File: src/rtl/pipe_stage_elastic.sv
// Elastic pipeline register for a stage boundary: valid/ready handshake, optional skid entry,
// synchronous flush, and stall/transfer performance counters.
module pipe_stage_elastic #(
  parameter int               WIDTH   = 32,
  parameter bit               SKID    = 1'b1,
  parameter int               CNT_W   = 16,
  parameter logic [WIDTH-1:0] RST_VAL = '0
) (
  input  logic             clk,
  input  logic             reset,
  input  logic             flush,
  input  logic             in_valid,
  output logic             in_ready,
  input  logic [WIDTH-1:0] in_data,
  output logic             out_valid,
  input  logic             out_ready,
  output logic [WIDTH-1:0] out_data,
  output logic [CNT_W-1:0] stall_cnt,
  output logic [CNT_W-1:0] xfer_cnt
);

  typedef enum logic [1:0] {S_EMPTY, S_FULL, S_SKID} state_e;

  state_e             state_q, state_d;
  logic [WIDTH-1:0]   main_q, main_d;
  logic [WIDTH-1:0]   skid_q, skid_d;
  logic [CNT_W-1:0]   stall_q, stall_d;
  logic [CNT_W-1:0]   xfer_q, xfer_d;
  logic               in_fire, out_fire;

  always_comb begin
    out_valid = (state_q != S_EMPTY);
    // in_ready is held low during reset so nothing is accepted before the first edge after release
    if (SKID) in_ready = (state_q != S_SKID) & ~flush & reset;
    else      in_ready = ((state_q == S_EMPTY) | out_ready) & ~flush & reset;
    in_fire  = in_valid & in_ready;
    out_fire = out_valid & out_ready & ~flush;

    state_d = state_q;
    main_d  = main_q;
    skid_d  = skid_q;
    case (state_q)
      S_EMPTY: begin
        if (in_fire) begin
          state_d = S_FULL;
          main_d  = in_data;
        end
      end
      S_FULL: begin
        if (in_fire && out_ready) begin
          main_d = in_data;
        end else if (in_fire && SKID) begin
          state_d = S_SKID;
          skid_d  = in_data;
        end else if (out_ready) begin
          state_d = S_EMPTY;
        end
      end
      S_SKID: begin
        if (out_ready) begin
          state_d = S_FULL;
          main_d  = skid_q;
        end
      end
      default: state_d = S_EMPTY;
    endcase

    if (flush) begin
      state_d = S_EMPTY;
      main_d  = RST_VAL;
      skid_d  = RST_VAL;
    end

    stall_d = stall_q;
    if (out_valid && !out_ready && !flush && !(&stall_q)) stall_d = stall_q + CNT_W'(1);
    xfer_d = xfer_q;
    if (out_fire) xfer_d = xfer_q + CNT_W'(1);
  end

  always_ff @(posedge clk or negedge reset) begin
    if (!reset) begin
      state_q <= S_EMPTY;
      main_q  <= RST_VAL;
      skid_q  <= RST_VAL;
      stall_q <= '0;
      xfer_q  <= '0;
    end else begin
      state_q <= state_d;
      main_q  <= main_d;
      skid_q  <= skid_d;
      stall_q <= stall_d;
      xfer_q  <= xfer_d;
    end
  end

  assign out_data  = main_q;
  assign stall_cnt = stall_q;
  assign xfer_cnt  = xfer_q;

endmodule

File: config.mk
export PLATFORM = sky130hd
export DESIGN_NAME = pipe_stage_elastic
export DESIGN_NICKNAME = d
export VERILOG_FILES = /design/src/rtl/pipe_stage_elastic.sv
export SDC_FILE = /design/constraint.sdc
export NUM_CORES = 1
export LEC_CHECK = 0
export CAP_MARGIN = 5
export CELL_PAD_IN_SITES_DETAIL_PLACEMENT = 1
export CELL_PAD_IN_SITES_GLOBAL_PLACEMENT = 1
export CORE_MARGIN = 3
export CORE_UTILIZATION = 40
export CTS_BUF_LIST = sky130_fd_sc_hd__clkbuf_8
export CTS_CLUSTER_SIZE = 14
export DETAILED_ROUTE_END_ITERATION = 10
export PLACE_DENSITY_LB_ADDON = 0.1
export SYNTH_ARGS = -nofsm -noshare
export SYNTH_HDL_FRONTEND = slang
export SYNTH_SLANG_ARGS = --single-unit
File: constraint.sdc
create_clock -name clk -period 2.2 [get_ports clk]
set_input_delay 0.55 -clock clk [delete_from_list [all_inputs] [get_ports clk]]
set_output_delay 0.55 -clock clk [all_outputs]
set_load 0.03 [all_outputs]
==> results.py <==
metrics = {
    "sta": {
        "timing.fmax_ghz": 0.481,
        "grt_setup_unrepaired": "no",
        "final_hold_viol_count": 0,
        "period_needed_ns": 2.08,
        "holdWs_ns": 0.250,
        "worst_slew_pin_slew_ns": 0.846,
        "setup_viol": 0,
        "max_slew_margin_pct": 43.6,
        "clock_skew_ns": 0.0101,
        "finalCritPeriodShare_pct": 94.5,
        "drv_slew": 0,
        "fin_tns_setup_ns": 0,
    },
    "placed_design": {
        "dp_cells": 681,
        "gp_congestion": 0.792,
        "dp_hpwl_um": 7810,
        "port-buffer-count": 102,
    },
    "global_route": {
        "grt_pass1_wl_um": 19300,
        "grt_pass1_vias": 3867,
        "grt_overflow": 0,
        "antenna_found_initial": 0,
        "track_usage_pct": 18.6,
        "grt_max_degree": 66,
    },
    "floorplan": {
        "die_h_um": 113,
        "core-area_mm2": 0.0110,
        "pin_count": 103,
        "num_rows": 38,
        "dieArea_mm2": 0.0128,
        "die_w_um": 113,
        "initial_utilization_pct": 41.7,
    },
    "setup_path": {
        "cp_slowest_cell": "clkdlybuf4s50_1",
        "critical_path.max_fanout": 6,
        "crit_required_ns": 1.65,
        "crit_chain": "clkdlybuf4s50_1",
        "worstPathArrival_ns": 1.53,
        "critPathBufInv": 1,
        "timing.critical_path.depth": 1,
        "rr_worst_depth": 5,
        "cpPeakStageDelay_ns": 0.71,
        "crit_type": "reg -> out",
        "cp-start-kind": "register",
        "cpLargestDelayFamily": "buffers and inverters",
        "critPathCaptureType": "output pin",
    },
    "clocking": {
        "h-tree-depth": 3,
        "path_clk_slew_ns": 0.09,
        "cts-root-buf": "clkbuf_8",
        "cts_sinks": 98,
        "numCtsBuffers": 9,
        "clockBufferDepth": 2,
        "cts-hold-fix-buffers": 0,
        "clkLatencyLatePin_ns": 0.37,
        "cts_tree": "done",
        "cts_setup_buffers": 0,
    },
    "final_layout": {
        "area_delta_synth_final_pct": 30.8,
        "final_cell_mix": "clkdlybuf4s50_1, dfrtp_1, nand2_1, nand2b_1, mux2i_1",
        "num-fill-cells": 1246,
        "finalNonFillerCells": 696,
        "nets": 591,
        "final_core_util_pct": 54.6,
        "drive_above_1_share_pct": 7.73,
        "diodes": 0,
    },
    "synth": {
        "yosysWarnings": 0,
        "ys.flop_type": "dfrtp_1",
        "ys_seq_elements": 98,
        "synth_edf_count": 0,
        "yosysSeqAreaShare_pct": 53.3,
        "yosysUniqueCellTypes": 39,
        "postSynth.asyncResetShare_pct": 100,
        "syn_area_per_cell_um2": 10.3,
        "syn-num-nets": 485,
        "netlist_instances": 446,
        "synth_area_mm2": 0.00460,
    },
    "detailed_routing": {
        "drt-total-wl_um": 11200,
        "drcViolationCount": 0,
        "antenna_violating_nets_post_route": 0,
        "first_pass_iters": 4,
        "routedWlPerCell_um": 16.1,
        "viasPerCell": 5.19,
        "drt_iter0_markers": 140,
        "vias": 3614,
    },
    "run": {
        "max-cap-violations": 0,
    },
    "hold_path": {
        "min_path_type": "in -> async",
    },
    "pwr": {
        "p_leak_nw": 2.53,
        "ir_worst_vdd_v": 0.000459,
        "p_per_area_mw_per_mm2": 651,
    },
    "run_status": {
        "status": "finished clean",
    },
}
## worst paths after layout
kind                            endpoint           from  slack (ns)
max reg2reg                stall_cnt[10]   stall_cnt[0]        0.30
min reg2reg                 xfer_cnt[15]   xfer_cnt[15]        0.47
min in group clk            xfer_cnt[15]   xfer_cnt[15]        0.47
max in group asynchronous      skid_q[3]          reset        1.23
max                        stall_cnt[11]  stall_cnt[11]        0.12
min                         out_data[15]          reset        0.25
## report_power, final
group	switching, mW	leakage [nW]	total, mW	internal [mW]
sequential	0.115	1.31	2.03	1.92
clock	0.601	0.0961	1.06	0.458
combinational	0.469	1.12	0.830	0.362
## stage by stage
stage	cell area (µm²)	worst slack, ns	total power, mW
2_1_floorplan	4610	0.0751	2.48
3_3_place_gp	5860	-0.00351	2.89
5_1_grt	6020	0.0336	4.14
3_5_place_dp	5860	-0.0902	2.91
6_report	6020	0.121	3.92
4_1_cts	6020	0.0773	3.99
## cells in the mapped netlist, drive strengths merged, types with 6 or more instances
master	number	area [µm²]
dfrtp	98	2450
nand2	76	285
nand2b	35	219
o21ai	35	175
mux2i	34	340
o31ai	32	240
xor2	17	149
buf	13	65.1
clkbuf	12	45.0
nor2	12	50.1
nand3	10	55.1
nor3	10	50.1
nor4	9	71.3
inv	7	26.3
mux2	6	67.6
## repair_timing
| item | CTS | global route |
|---|---|---|
| endpoints found under the hold margin | 0 | 0 |
| setup endpoints to repair | 1 | 0 |
| gates resized for setup | 1 | 0 |
## metal layers
| layer | share of wire, % | track usage, % | vias up | wire length, µm |
|---|---|---|---|---|
| li1 | - | - | 1756 | - |
| met5 | 0 | 0 | - | 0 |
| met2 | 49 | 31.2 | 63 | 5520 |
| met1 | 45 | 24.1 | 1783 | 5070 |
| met3 | 4.1 | 3.53 | 12 | 459 |
| met4 | 1.4 | 6.49 | 0 | 160 |
## cell type report
| class | instances | area [µm²] | share of cell area [%] |
|---|---|---|---|
| sequential | 98 | 2450 | 40.7 |
| timing repair buffer | 120 | 1170 | 19.4 |
| tap | 140 | 175 | 2.91 |
| multi-input combinational | 316 | 2030 | 33.7 |
| clock inverter | 4 | 18.8 | 0.312 |
| clock buffer | 11 | 151 | 2.51 |
| inverter | 7 | 26.3 | 0.436 |
## kinds of logic after synthesis
logic type	synth area share [%]
fa+ha+maj	0.543
mux	8.86
xor+xnor	4.18
buf+inv	2.96
flops	53.3
simple gates	19.0
compound gates	11.2
## state kept, by name (all words and copies together), names as in the netlist
register   cells
xfer_cnt      16
stall_cnt     16
state_q        2
skid_q        32
out_data      32
Note: power is estimated with default switching activity, not from simulation.
